$ cat src/rtl/fu_dispatch_queue.sv
// In-order dispatch queue between the decoder and the FU reservation stations.
// Optional per-class dispatch counters are enabled with the DISPATCH_STATS_EN macro.
module fu_dispatch_queue #(
    parameter int DEPTH = 8,
    parameter int PTR_W = $clog2(DEPTH),
    parameter int CNT_W = $clog2(DEPTH + 1)
) (
    input  logic             clock,
    input  logic             reset,
    input  logic             flush,
    input  logic             in_valid,
    input  logic [31:0]      in_inst,
    input  logic [31:0]      in_pc,
    input  logic [2:0]       in_fu_class,
    output logic             in_ready,
    output logic [31:0]      out_inst,
    output logic [31:0]      out_pc,
    output logic             alu_valid,
    output logic             mult_valid,
    output logic             mem_valid,
    output logic             br_valid,
    input  logic             alu_ready,
    input  logic             mult_ready,
    input  logic             mem_ready,
    input  logic             br_ready,
    output logic             illegal_drop,
    output logic [CNT_W-1:0] count
`ifdef DISPATCH_STATS_EN
    ,
    output logic [31:0]      stat_alu,
    output logic [31:0]      stat_mult,
    output logic [31:0]      stat_mem,
    output logic [31:0]      stat_br,
    output logic [31:0]      stat_illegal
`endif
);

    localparam logic [2:0] CLS_ALU  = 3'b000;
    localparam logic [2:0] CLS_MULT = 3'b001;
    localparam logic [2:0] CLS_MEM  = 3'b011;
    localparam logic [2:0] CLS_BR   = 3'b100;

    logic [31:0]      inst_mem  [DEPTH];
    logic [31:0]      pc_mem    [DEPTH];
    logic [2:0]       class_mem [DEPTH];
    logic [PTR_W-1:0] head;
    logic [PTR_W-1:0] tail;

    logic [2:0] head_class;
    logic       head_legal;
    logic       active;
    logic       enq;
    logic       deq;
    logic       alu_fire;
    logic       mult_fire;
    logic       mem_fire;
    logic       br_fire;

    assign in_ready = (count != CNT_W'(DEPTH));

    // Head presentation: flush masks every valid so nothing leaves during a squash.
    always_comb begin
        head_class = class_mem[head];
        out_inst   = inst_mem[head];
        out_pc     = pc_mem[head];
        active     = (count != '0) && !flush;
        head_legal = 1'b0;
        case (head_class)
            CLS_ALU, CLS_MULT, CLS_MEM, CLS_BR: head_legal = 1'b1;
            default:                            head_legal = 1'b0;
        endcase
        alu_valid    = active && (head_class == CLS_ALU);
        mult_valid   = active && (head_class == CLS_MULT);
        mem_valid    = active && (head_class == CLS_MEM);
        br_valid     = active && (head_class == CLS_BR);
        illegal_drop = active && !head_legal;
        alu_fire     = alu_valid  && alu_ready;
        mult_fire    = mult_valid && mult_ready;
        mem_fire     = mem_valid  && mem_ready;
        br_fire      = br_valid   && br_ready;
        deq          = alu_fire || mult_fire || mem_fire || br_fire || illegal_drop;
        enq          = in_valid && in_ready && !flush;
    end

    always_ff @(posedge clock) begin
        if (reset) begin
            head  <= '0;
            tail  <= '0;
            count <= '0;
            for (int i = 0; i < DEPTH; i++) begin
                inst_mem[i]  <= '0;
                pc_mem[i]    <= '0;
                class_mem[i] <= '0;
            end
        end else if (flush) begin
            head  <= '0;
            tail  <= '0;
            count <= '0;
        end else begin
            if (enq) begin
                inst_mem[tail]  <= in_inst;
                pc_mem[tail]    <= in_pc;
                class_mem[tail] <= in_fu_class;
                tail            <= tail + PTR_W'(1);
            end
            if (deq) begin
                head <= head + PTR_W'(1);
            end
            count <= count + CNT_W'(enq) - CNT_W'(deq);
        end
    end

`ifdef DISPATCH_STATS_EN
    // Statistics survive a flush; only reset clears them.
    always_ff @(posedge clock) begin
        if (reset) begin
            stat_alu     <= '0;
            stat_mult    <= '0;
            stat_mem     <= '0;
            stat_br      <= '0;
            stat_illegal <= '0;
        end else begin
            if (alu_fire)     stat_alu     <= stat_alu + 32'd1;
            if (mult_fire)    stat_mult    <= stat_mult + 32'd1;
            if (mem_fire)     stat_mem     <= stat_mem + 32'd1;
            if (br_fire)      stat_br      <= stat_br + 32'd1;
            if (illegal_drop) stat_illegal <= stat_illegal + 32'd1;
        end
    end
`endif

endmodule

$ cat config.mk
export PLATFORM = sky130hd
export DESIGN_NAME = fu_dispatch_queue
export DESIGN_NICKNAME = d
export VERILOG_FILES = /design/src/rtl/fu_dispatch_queue.sv
export SDC_FILE = /design/constraint.sdc
export NUM_CORES = 1
export LEC_CHECK = 0
export ABC_AREA = 0
export CAP_MARGIN = 20
export CORE_MARGIN = 8
export CORE_UTILIZATION = 50
export CTS_BUF_LIST = sky130_fd_sc_hd__clkbuf_2 sky130_fd_sc_hd__clkbuf_4 sky130_fd_sc_hd__clkbuf_8
export CTS_CLUSTER_SIZE = 14
export DETAILED_ROUTE_END_ITERATION = 7
export PLACE_DENSITY = 0.66
export SLEW_MARGIN = 0
export SYNTH_ARGS = -nofsm -noshare
export SYNTH_HDL_FRONTEND = slang
export SYNTH_SLANG_ARGS = --single-unit
$ cat constraint.sdc
create_clock -name clock -period 4.3 [get_ports clock]
set_input_delay 0.43 -clock clock [delete_from_list [all_inputs] [get_ports clock]]
set_output_delay 0.43 -clock clock [all_outputs]
set_load 0.02 [all_outputs]
==> impl_metrics.csv <==
group,metric,value,unit
power_and_ir_drop,pwr-share-clk,37.5,%
drt,drc_errors,0,
global_routing,grtUsageTotal,20.8,%
synth,yosysMostFrequentCell,"and2_1",
power_and_ir_drop,switching_share,22.9,%
timing,rsz0062_at_grt,"false",
power_and_ir_drop,p_int,0.00896,W
min_path,hold_path_depth,3,
timing,worst_slew_pin_slew,1020,ps
floorplan,fp.coreArea,48500,um2
clock_network,holdBufCountCts,0,
synth,synthFlopType,"edfxtp_1",
clock_network,ctsResizeCount,0,
critical_path,start_kind,"flip-flop",
synth,synth.area.top_cells,"edfxtp_1 (66%), and2_1 (14%), mux4_2 (12%)",
clock_network,clockBufferDepth,3,
critical_path,setup.worst_path.class,"flip-flop to output port",
power_and_ir_drop,p_per_area,408,nW/um2
drt,avgViaCountPerCell,5.58,
min_path,hold_end,"tail[1]",
timing,final-setup-viol-count,0,
power_and_ir_drop,ir_drop,0.269,mV
timing,min_period_over_period,90.4,%
critical_path,worstPathRequired,3870,ps
placed_design,hpwl,29800,um
floorplan,die-width,237,um
synth,ys.warnings.count,0,
floorplan,num_rows,81,
clock_network,post_cts_buffers,0,
timing,drv_slew,0,
synth,yosysTopAreaCell,"edfxtp_1",
power_and_ir_drop,pwr-share-seq,52.8,%
critical_path,r2r_setup_slack,840,ps
clock_network,cts.clk_slew.worst_paths,60,ps
cells_and_area,ff_latch_area,16400,um2
synth,syn_area,24400,um2
synth,ys_seq_elements,549,
global_routing,grt_pass1_wl,87900,um
floorplan,start_util,50.3,%
clock_network,cts_sinks,549,
drt,firstDrtPassIters,5,
min_path,hp-class,"input pin to flip-flop",
critical_path,cp_max_fo,58,
drt,finalWirelength,57600,um
clock_network,cts_max_level,3,
global_routing,grt_max_degree,68,
drt,ant_nets,0,
placed_design,dp_cells,2184,
run,drv_cap,0,
cells_and_area,stdcell_count,2349,
timing,skew,28.9,ps
min_path,min-delay-start,"in_valid",
synth,ys_seq_area_share,66.9,%
drt,drt_first_iter_violations,868,
synth,yosysTopAreaCellShare,65.9,%
run_status,status,"complete, no violations",
critical_path,arrival,3460,ps
timing,hold_viol,0,
placed_design,place_congestion,0.740,
global_routing,antenna_found_initial,7,
clock_network,cts_tree,"built",
placed_design,portBuffers,148,
synth,synth_edf_count,536,
floorplan,die-area,56200,um2
cells_and_area,final_net_count,1738,
timing,fin_crit,3890,ps
cells_and_area,layout-drive-gt1-share,23.0,%
drt,vias,13100,
global_routing,grt_pass1_vias,14100,
timing,fin_tns_setup,0,ps
critical_path,ff2ff_path_depth,11,
global_routing,gr-total-overflow,0,
cells_and_area,fillCellCount,3728,
synth,synth-async-reset-ratio,0,%
cells_and_area,syn_to_final_growth,16.6,%
clock_network,cts-buffers-inserted,90,
timing,maxSlewHeadroom,32.2,%
critical_path,cp-end-kind,"output port",
power_and_ir_drop,p_sw,0.00266,W
power_and_ir_drop,pwr-share-comb,9.6,%
clock_network,cts_root_buf,"clkbuf_8",
drt,avgRoutedWirePerCell,24.5,um
critical_path,rr_endpoint,"count[2]",
clock_network,clk_latency,670,ps
synth,postSynthCellCount,1472,
cells_and_area,multi_input_area,7740,um2
power_and_ir_drop,p_leak,10.2,nW
synth,synth_common_cells,"and2_1 (537), edfxtp_1 (536), mux4_2 (132)",
floorplan,die_y,237,um
synth,syn_area_per_cell,16.6,um2
synth,ys_types,37,
timing,fmax,257,MHz
synth,syn_nets,1556,
floorplan,io-pin-count,149,
-- critical path: stages, from the launching register on --
cell             delay, ps
dfxtp_4                670
buf_4                  780
mux4_2                 440
mux2_2                 290
clkdlybuf4s50_1        540
-- cell usage in the layout, fill, tap and decap left out, drive strengths merged, types with 7 or more instances in the layout --
cell,instances
dfxtp,13
ha,8
clkbuf,127
edfxtp,536
nor2,19
inv,8
clkdlybuf4s50,148
clkinv,31
buf,36
mux2i,9
nand2,7
and2,537
or2,9
mux4,132
mux2,66
-- how the worst max path moves through the flow --
| stage | to |
|---|---|
| floorplan | class_mem[0][0] |
| global placement | count[2] |
| detailed placement | count[2] |
| CTS | out_inst[5] |
| global route | out_pc[31] |
| finish | out_inst[27] |
-- per-layer routing --
metal | up-vias | share of wire (%) | GRT usage (%)
met4 | 8 | 2.1 | 5.95
met3 | 109 | 6.1 | 4.88
met5 | - | 0.089 | 0
met2 | 378 | 50 | 35.8
met1 | 6766 | 42 | 26.1
li1 | 5837 | - | -
-- area by class of cell --
class / instances / share of cell area [%]
Inverter: 8 / 0.105
Antenna cell: 4 / 0.0351
Clock inverter: 34 / 0.619
Timing Repair Buffer: 184 / 6.54
Clock buffer: 127 / 5.39
Sequential cell: 549 / 57.4
Tap cell: 622 / 2.73
Multi-Input combinational cell: 821 / 27.2
-- flip-flops by register name, summed over array words and instances (netlist names), named ones only --
| register | cells |
|---|---|
| count | 4 |
| tail | 3 |
| class_mem | 24 |
| pc_mem | 256 |
| head | 3 |
| inst_mem | 256 |
-- stage by stage --
stage	cell area, um2	hold WS, ps	setup WS (ps)	total power [W]	util, %
5_1_grt	28500	414	196	0.0121	58.7
3_5_place_dp	26800	453	806	0.00740	55.2
2_1_floorplan	24400	446	259	0.00688	-
6_report	28500	428	412	0.0116	58.7
3_3_place_gp	26800	455	813	0.00738	55.2
4_1_cts	28500	364	283	0.0117	58.7
-- power by group through the flow --
stage | registers, W | clock network [W] | logic (W)
2_1_floorplan | 0.00624 | 0 | 0.000637
3_3_place_gp | 0.00624 | 0 | 0.00114
3_5_place_dp | 0.00626 | 0 | 0.00114
4_1_cts | 0.00615 | 0.00445 | 0.00115
5_1_grt | 0.00616 | 0.00469 | 0.00120
6_report | 0.00614 | 0.00436 | 0.00112
-- cells by family (layout without fill, tap and decap cells) --
logic type	after synthesis	after routing	share of synthesized area (%)
AOI/OAI and AO/OA	11	11	0.287
adders and majority gates	9	9	0.492
xor gates and xnor gates	5	5	0.179
DFF	549	549	66.9
buffers and inverters	102	353	1.70
and+or+nand+nor	589	589	14.8
muxes	207	207	15.6
other	0	4	0
Power figures use the tool's default switching activity.
